File: src/rtl/clock_manager.sv
// Post-PLL clock manager: qualifies PLL lock into a clean system reset and generates
// NUM_CH phase-accumulator tick enables. Define CLOCK_MANAGER_LOSS_COUNT_EN for lost_count.
module clock_manager #(
  parameter int NUM_CH            = 2,
  parameter int ACC_WIDTH         = 24,
  parameter int SYNC_STAGES       = 2,
  parameter int STABLE_CYCLES     = 1024,
  parameter int RESET_HOLD_CYCLES = 16
) (
  input  logic                        clock,
  input  logic                        reset_n,
  input  logic                        pll_locked,
  input  logic [NUM_CH*ACC_WIDTH-1:0] phase_inc,
  input  logic [NUM_CH-1:0]           tick_enable,
  input  logic                        clear_lost,
  output logic                        sys_reset_n,
  output logic                        ready,
  output logic                        lock_lost,
  output logic [NUM_CH-1:0]           tick
`ifdef CLOCK_MANAGER_LOSS_COUNT_EN
  ,
  output logic [7:0]                  lost_count
`endif
);

  localparam int CNT_MAX = (STABLE_CYCLES > RESET_HOLD_CYCLES) ? STABLE_CYCLES : RESET_HOLD_CYCLES;
  localparam int CNT_W   = $clog2(CNT_MAX + 1);

  // Gray-ordered so every legal transition flips a single bit
  typedef enum logic [1:0] {
    S_WAIT = 2'b00,
    S_STAB = 2'b01,
    S_RUN  = 2'b11,
    S_HOLD = 2'b10
  } state_t;

  logic [SYNC_STAGES-1:0] r_sync;
  logic                   w_lock_s;
  state_t                 r_state;
  state_t                 w_state_nxt;
  logic [CNT_W-1:0]       r_cnt;
  logic [CNT_W-1:0]       w_cnt_nxt;
  logic                   r_run;
  logic                   r_lock_lost;
  logic                   w_run_nxt;
  logic                   w_run_stay;
  logic                   w_loss;

  always_ff @(posedge clock or negedge reset_n) begin
    if (!reset_n) begin
      r_sync <= '0;
    end else begin
      r_sync <= {r_sync[SYNC_STAGES-2:0], pll_locked};
    end
  end

  assign w_lock_s = r_sync[SYNC_STAGES-1];

  // State register plus the registered run/lost flags derived from the next state
  always_ff @(posedge clock or negedge reset_n) begin
    if (!reset_n) begin
      r_state     <= S_WAIT;
      r_cnt       <= '0;
      r_run       <= 1'b0;
      r_lock_lost <= 1'b0;
    end else begin
      r_state <= w_state_nxt;
      r_cnt   <= w_cnt_nxt;
      r_run   <= w_run_nxt;
      if (w_loss) begin
        r_lock_lost <= 1'b1;
      end else if (clear_lost) begin
        r_lock_lost <= 1'b0;
      end
    end
  end

  always_comb begin
    w_state_nxt = r_state;
    w_cnt_nxt   = r_cnt;
    case (r_state)
      S_WAIT: begin
        w_cnt_nxt = '0;
        if (w_lock_s) w_state_nxt = S_STAB;
      end
      S_STAB: begin
        if (!w_lock_s) begin
          w_state_nxt = S_WAIT;
          w_cnt_nxt   = '0;
        end else if (r_cnt == CNT_W'(STABLE_CYCLES - 1)) begin
          w_state_nxt = S_RUN;
          w_cnt_nxt   = '0;
        end else begin
          w_cnt_nxt = r_cnt + CNT_W'(1);
        end
      end
      S_RUN: begin
        w_cnt_nxt = '0;
        if (!w_lock_s) w_state_nxt = S_HOLD;
      end
      S_HOLD: begin
        // Hold time runs regardless of lock so a flapping PLL cannot shorten it
        if (r_cnt == CNT_W'(RESET_HOLD_CYCLES - 1)) begin
          w_state_nxt = S_WAIT;
          w_cnt_nxt   = '0;
        end else begin
          w_cnt_nxt = r_cnt + CNT_W'(1);
        end
      end
      default: begin
        w_state_nxt = S_WAIT;
        w_cnt_nxt   = '0;
      end
    endcase
  end

  always_comb begin
    w_run_nxt  = (w_state_nxt == S_RUN);
    w_run_stay = (r_state == S_RUN) && w_run_nxt;
    w_loss     = (r_state == S_RUN) && (w_state_nxt == S_HOLD);
  end

  assign sys_reset_n = r_run;
  assign ready       = r_run;
  assign lock_lost   = r_lock_lost;

`ifdef CLOCK_MANAGER_LOSS_COUNT_EN
  logic [7:0] r_lost_count;

  always_ff @(posedge clock or negedge reset_n) begin
    if (!reset_n) begin
      r_lost_count <= 8'd0;
    end else if (w_loss && (r_lost_count != 8'hFF)) begin
      r_lost_count <= r_lost_count + 8'd1;
    end
  end

  assign lost_count = r_lost_count;
`endif

  // Accumulators only run while staying in RUN, so entering or leaving RUN clears them
  for (genvar g = 0; g < NUM_CH; g++) begin : g_ch
    logic [ACC_WIDTH-1:0] r_acc;
    logic                 r_tick;
    logic [ACC_WIDTH:0]   w_sum;

    assign w_sum = {1'b0, r_acc} + {1'b0, phase_inc[g*ACC_WIDTH +: ACC_WIDTH]};

    always_ff @(posedge clock or negedge reset_n) begin
      if (!reset_n) begin
        r_acc  <= '0;
        r_tick <= 1'b0;
      end else if (w_run_stay && tick_enable[g]) begin
        r_acc  <= w_sum[ACC_WIDTH-1:0];
        r_tick <= w_sum[ACC_WIDTH];
      end else begin
        r_acc  <= '0;
        r_tick <= 1'b0;
      end
    end

    assign tick[g] = r_tick;
  end

endmodule

File: config.mk
export PLATFORM = sky130hd
export DESIGN_NAME = clock_manager
export DESIGN_NICKNAME = d
export VERILOG_FILES = /design/src/rtl/clock_manager.sv
export SDC_FILE = /design/constraint.sdc
export NUM_CORES = 1
export LEC_CHECK = 0
export BUFFER_PORTS_ARGS = -buffer_cell sky130_fd_sc_hd__buf_2
export CORE_MARGIN = 5
export CORE_UTILIZATION = 40
export CTS_BUF_LIST = sky130_fd_sc_hd__clkbuf_16
export DETAILED_ROUTE_END_ITERATION = 8
export MAX_ROUTING_LAYER = met4
export REMOVE_ABC_BUFFERS = 1
export SLEW_MARGIN = 20
export SYNTH_ARGS = -nofsm -noshare
export SYNTH_HDL_FRONTEND = slang
export SYNTH_SLANG_ARGS = --single-unit
File: constraint.sdc
create_clock -name clock -period 5.6 [get_ports clock]
set_clock_uncertainty 0.15 [all_clocks]
set_input_delay 0.84 -clock clock [delete_from_list [all_inputs] [get_ports clock]]
set_output_delay 0.84 -clock clock [all_outputs]
set_load 0.05 [all_outputs]
-- Yosys cells after proc, flatten, opt, wreduce, memory -nomap -nowiden
Cells that the tools add are included.
- memory bits (writable): 0
- bits in registers: 67
- latch bits: 0
- memory bits (read-only): 0
- output and inout bits: 5
- word-level logic and storage cells: 42
- memories kept: 0
- bitwise operators: 0
- shift-type cells: 0
- equal/unequal tests: 7
- order comparisons: 0
- muxes and demuxes: 16
- reduce and logical (&&, ||, !) cells: 7
- multiply operators: 0
- add/sub/neg operators: 3
- divide/modulo/power cells: 0
- operators with widths (cell ; count):
    24-bit by 24-bit adder with 25-bit output ; 2
    24-bit two-way mux ; 2
    11-bit two-way mux ; 3
    11-bit one-hot mux with 3 select lines ; 1
    11-bit by 1-bit adder with 11-bit output, second input constant ; 1
    11-bit by 10-bit equality test with 1-bit output, second input constant ; 1
    11-bit by 4-bit equality test with 1-bit output, second input constant ; 1
    2-bit two-way mux ; 5
    2-bit equality test, second input constant ; 4
    2-bit one-hot mux with 4 select lines ; 1
    1-bit logical AND ; 4
    1-bit two-way mux ; 4
    2-bit by 1-bit equality test with 1-bit output, second input constant ; 1
    2-bit logical NOT ; 1
    2-bit nonzero test ; 1
    2-bit OR reduction ; 1

-- Depth between registers and ports, before layout
- depth in word-level cells: 8
- depth in mapped cells: 9
- mapped depth without buffers: 9

-- Worst setup path before layout
Ideal clock, no wire load.
- kind: input to register
- from: input port phase_inc[0]
- to: register g_ch[0].r_acc[14]
- data required time: 5318 ps
- stages on the path: 9
- arrival: 2654 ps
- slack: 2664 ps
- buffers on the path: 0
- library setup time: 132 ps
- path through: ha_1 > fa_1 > a21o_1 > a21o_1 > a211oi_1 > o21ai_0 > a41oi_1 > xor2_1 > nor2_1
- cells in the longest elaborated chain, start to end: 2
- ends and longest elaborated chain (what ; RTL line ; RTL):
    start: declaration ; 13 ; input logic [NUM_CH*ACC_WIDTH-1:0] phase_inc,
    24-bit by 24-bit adder with 25-bit output ; 147 ; assign w_sum = {1'b0, r_acc} + {1'b0, phase_inc[g*ACC_WIDTH +: ACC_WIDTH]};
    24-bit two-way mux ; 153 ; end else if (w_run_stay && tick_enable[g]) begin
    end signal: assignment ; 154 ; r_acc <= w_sum[ACC_WIDTH-1:0];
    end: declaration ; 143 ; logic [ACC_WIDTH-1:0] r_acc;
Every way passes these cells.
A chain may end at the register's enable or synchronous reset.

-- Final worst setup path
Ends and elaborated chain as after synthesis.

==> impl_results.md <==
- Arrival @ worst endpoint: 2.94 ns
- CP peak stage delay: 0.42 ns
- Synth cell types: 60
- Synth area leaders: dfrtp_1 36%, ha_1 13%, a21oi_1 4.5%
- Core footprint: 11400 um^2
- Setup bufs post-CTS: 0
- Synthesized instance count: 512
- Deepest clock path buffer count: 2
- Antenna viol nets, final: 0
- Antenna diodes: 0
- Port bufs: 58
- Die W: ~120 um
- Flops & latches, synth: 67
- Min cycle time layout: 2.92 ns
- Largest net degree at the start of global routing: 68
- Initial antenna violation count: 0
- Sequential Power Share: 44.8%
- Sw Pwr: 269 uW
- Fin crit share: 52.1%
- Die Area: 13900 um^2
- Vias: 3876
- Tot Pwr: 1090 uW
- Worst Setup End Kind: register
- Int Pwr: approximately 820 uW
- Setup crit end: g_ch[0].r_acc[14]
- Clk sinks: between 60 and 70
- Critical path required time: roughly 5.6 ns
- Measured slew at the worst slew-check pin: approximately 1.0 ns
- Async S/R FF share, synth: 100%
- CP max FO: 3
- Synthesized area per cell: 9.13 um^2
- Outcome: finished clean
- WHS: 0.195 ns
- Sequential-to-total area share from yosys stat: 35.9%
- Initial DRT Pass Iterations: 4
- Yosys Warn Count: 0
- Die height: roughly 120 um
- Net Sw Frac: 24.8%
- Type of the most critical hold path: register to register
- Detail Placement HPWL: 7.90 mm
- GRT Total Usage: 16.1%
- H-tree depth: 3
- Most common cell on crit path: a21o_1
- CP startpoint: phase_inc[0]
- Clock transition at the registers of the reported paths: 0.05 ns
- DR iter-0 viols: about 240
- RSZ-0062 raised after global routing: false
- Clock latency at the later pin of the worst-skew pair: 0.33 ns
- Clk pwr share: 46.1%
- Reg2Reg Depth: 8
- CTS Hold Buffers Added: 0
- VDD IR max: 118 uV
- Synth area leader: dfrtp_1
- CP max-delay cell: fa_1
- Leakage power: 0.00266 uW
- Crit start category: input pin
- Synthesis-to-finish area growth: 13.5%
- Vias in the first global route: just under 4k
- # rows: 39
- Post-Syn Area: 4670 um^2
- Fillers: approximately 1.1k
- Max Cap Viol: 0
- Dpl cell area: 5040 um^2
- Post-CTS Resized: 0
- Num CTS Buffers: 9
- Routed len/inst: roughly 15 um
- Fin. max-slew vios: 0
- R2r startpoint: g_ch[1].r_acc[1]
- Design area: 5300 um^2
- Reg2reg setup slack: 2.93 ns
- R2R Path End: g_ch[1].r_acc[17]
- First-pass GRT wire length: 18.1 mm
- Hold_sp: r_sync[0]
- Clock Root Buffer: clkbuf_16
- Post-synth EDFFs: 0
- Max_slew headroom: ~31%
- Final WL: around 11 mm
- CTS tree: built
- Routability cong.: 0.885
- Boundary pin count: 59
- Final hold vios: 0
- Top cell type's share of synthesized area: a little over a third
- Highest Clock Rate: 343 MHz
- Setup-failing EPs final: 0
- PwrDens: around 210 nW/um^2
- Remaining Overflow, GRT: 0
- Crit Path Class: input pin to register
- Comb pwr share: 9.1%
- Share of cells above drive strength 1: about 15%
- Post-synth top flop: dfrtp_1
- Starting Density: 40.9%
- Residual DRC count: 0
- Avg Vias per Cell: around 5.4
- Final-stage net count: roughly 670
- Cell chain of the critical path: buf_2, ha_1, fa_1, a21o_1, a21o_1, a211oi_1, o21ai_0, a41oi_1, xor2_1, nor2_1
- Sum of negative setup slack: 0 ns
==> Yosys cell counts, drive strengths merged, types with 8 or more instances <==
cell type / count
xnor2: 24
ha: 49
and3: 8
dfrtp: 67
clkbuf: 11
nand4: 10
nor2: 53
nor3: 19
a21o: 26
o21ai: 29
nand3: 11
xor2: 16
inv: 17
nand2: 29
o21a: 14
a21oi: 43
==> logic make-up (layout without fill, tap and decap cells) <==
kind of cell,count (synthesis),after routing,synth area share (%)
AO/OA/AOI/OAI,159,159,22.2
XOR/XNOR,40,40,7.49
adder cells (fa/ha/maj),51,51,14.0
buffers and inverters,35,92,3.67
flip-flops,67,67,35.9
multiplexers,2,2,0.428
AND/OR/NAND/NOR,158,158,16.4
==> placed cells by master (no fill, tap or decap), types with 3 or more instances in the layout <==
master	netlist	layout
and2_1	6	6
xor2_1	16	16
buf_2	0	58
nor2b_1	3	3
and3_1	7	7
dfrtp_1	67	67
nand2_1	27	27
ha_1	49	49
clkbuf_16	0	9
nand2b_1	3	3
a211oi_1	6	6
or2_2	4	4
xnor2_1	24	24
a21oi_1	42	42
a21o_1	25	25
clkinv_2	0	4
o21bai_1	7	7
nand3_1	11	11
nor3_1	19	19
nor4_1	3	3
o21a_1	14	14
o211ai_1	4	4
o21ai_0	28	28
inv_1	17	17
and4_1	3	3
nor2_1	53	53
nand4_1	10	10
a31oi_1	6	6
==> stage by stage <==
step           worst slack [ns]  utilization, %  cells
2_1_floorplan              2.65               -    494
3_3_place_gp               2.39            44.2    696
3_5_place_dp               2.35            44.2    696
4_1_cts                    2.71            46.4    712
5_1_grt                    2.48            46.4    712
6_report                   2.68            46.4    712
==> area by class of cell <==
cell class	instances	area (um^2)	area share, %
multi-input cells	410	2830	53.3
flip-flops and latches	67	1680	31.6
repair buffers	59	298	5.61
clock buffers	9	225	4.25
well taps	143	179	3.37
inverters	17	63.8	1.20
clock inverters	7	35.0	0.661
==> flip-flops by register name, summed over array words and instances (netlist names) <==
name and count:
r_cnt 11, g_ch.r_tick 2, ready 1, g_ch.r_acc 48, lock_lost 1, r_state 2, r_sync 2
==> critical path, delay by kind of cell <==
| kind | cells | cell delay [ns] |
|---|---|---|
| buf+inv | 1 | 0.10 |
| compound gates | 5 | 1.15 |
| fa+ha+maj | 2 | 0.63 |
| simple gates | 1 | 0.05 |
| xor+xnor | 1 | 0.17 |
==> layer usage <==
layer	up-vias	track usage [%]	part of all wire, %
met3	21	2.74	4.4
met1	1796	21.1	49
met2	94	24.6	45
met5	-	-	0
met4	0	6.45	2.2
li1	1965	-	-
==> how the worst min path moves through the flow <==
stage                     cells past startpoint   endpoint  slack [ns]
final                                         0  r_sync[1]        0.19
after global routing                          0  r_sync[1]        0.21
after CTS                                     0  r_sync[1]        0.20
after detailed placement                      0  r_sync[1]        0.19
after global placement                        0  r_sync[1]        0.18
after floorplan                               0  r_sync[1]        0.18
==> power groups by stage <==
stage / clock network [uW] / registers (uW) / logic (uW)
global route: 538 / 488 / 112
global placement: 0 / 496 / 98.1
detailed placement: 0 / 497 / 98.8
finish: 502 / 488 / 98.7
CTS: 519 / 488 / 99.9
floorplan: 0 / 496 / 55.2
(Power assumes the default switching activity.)
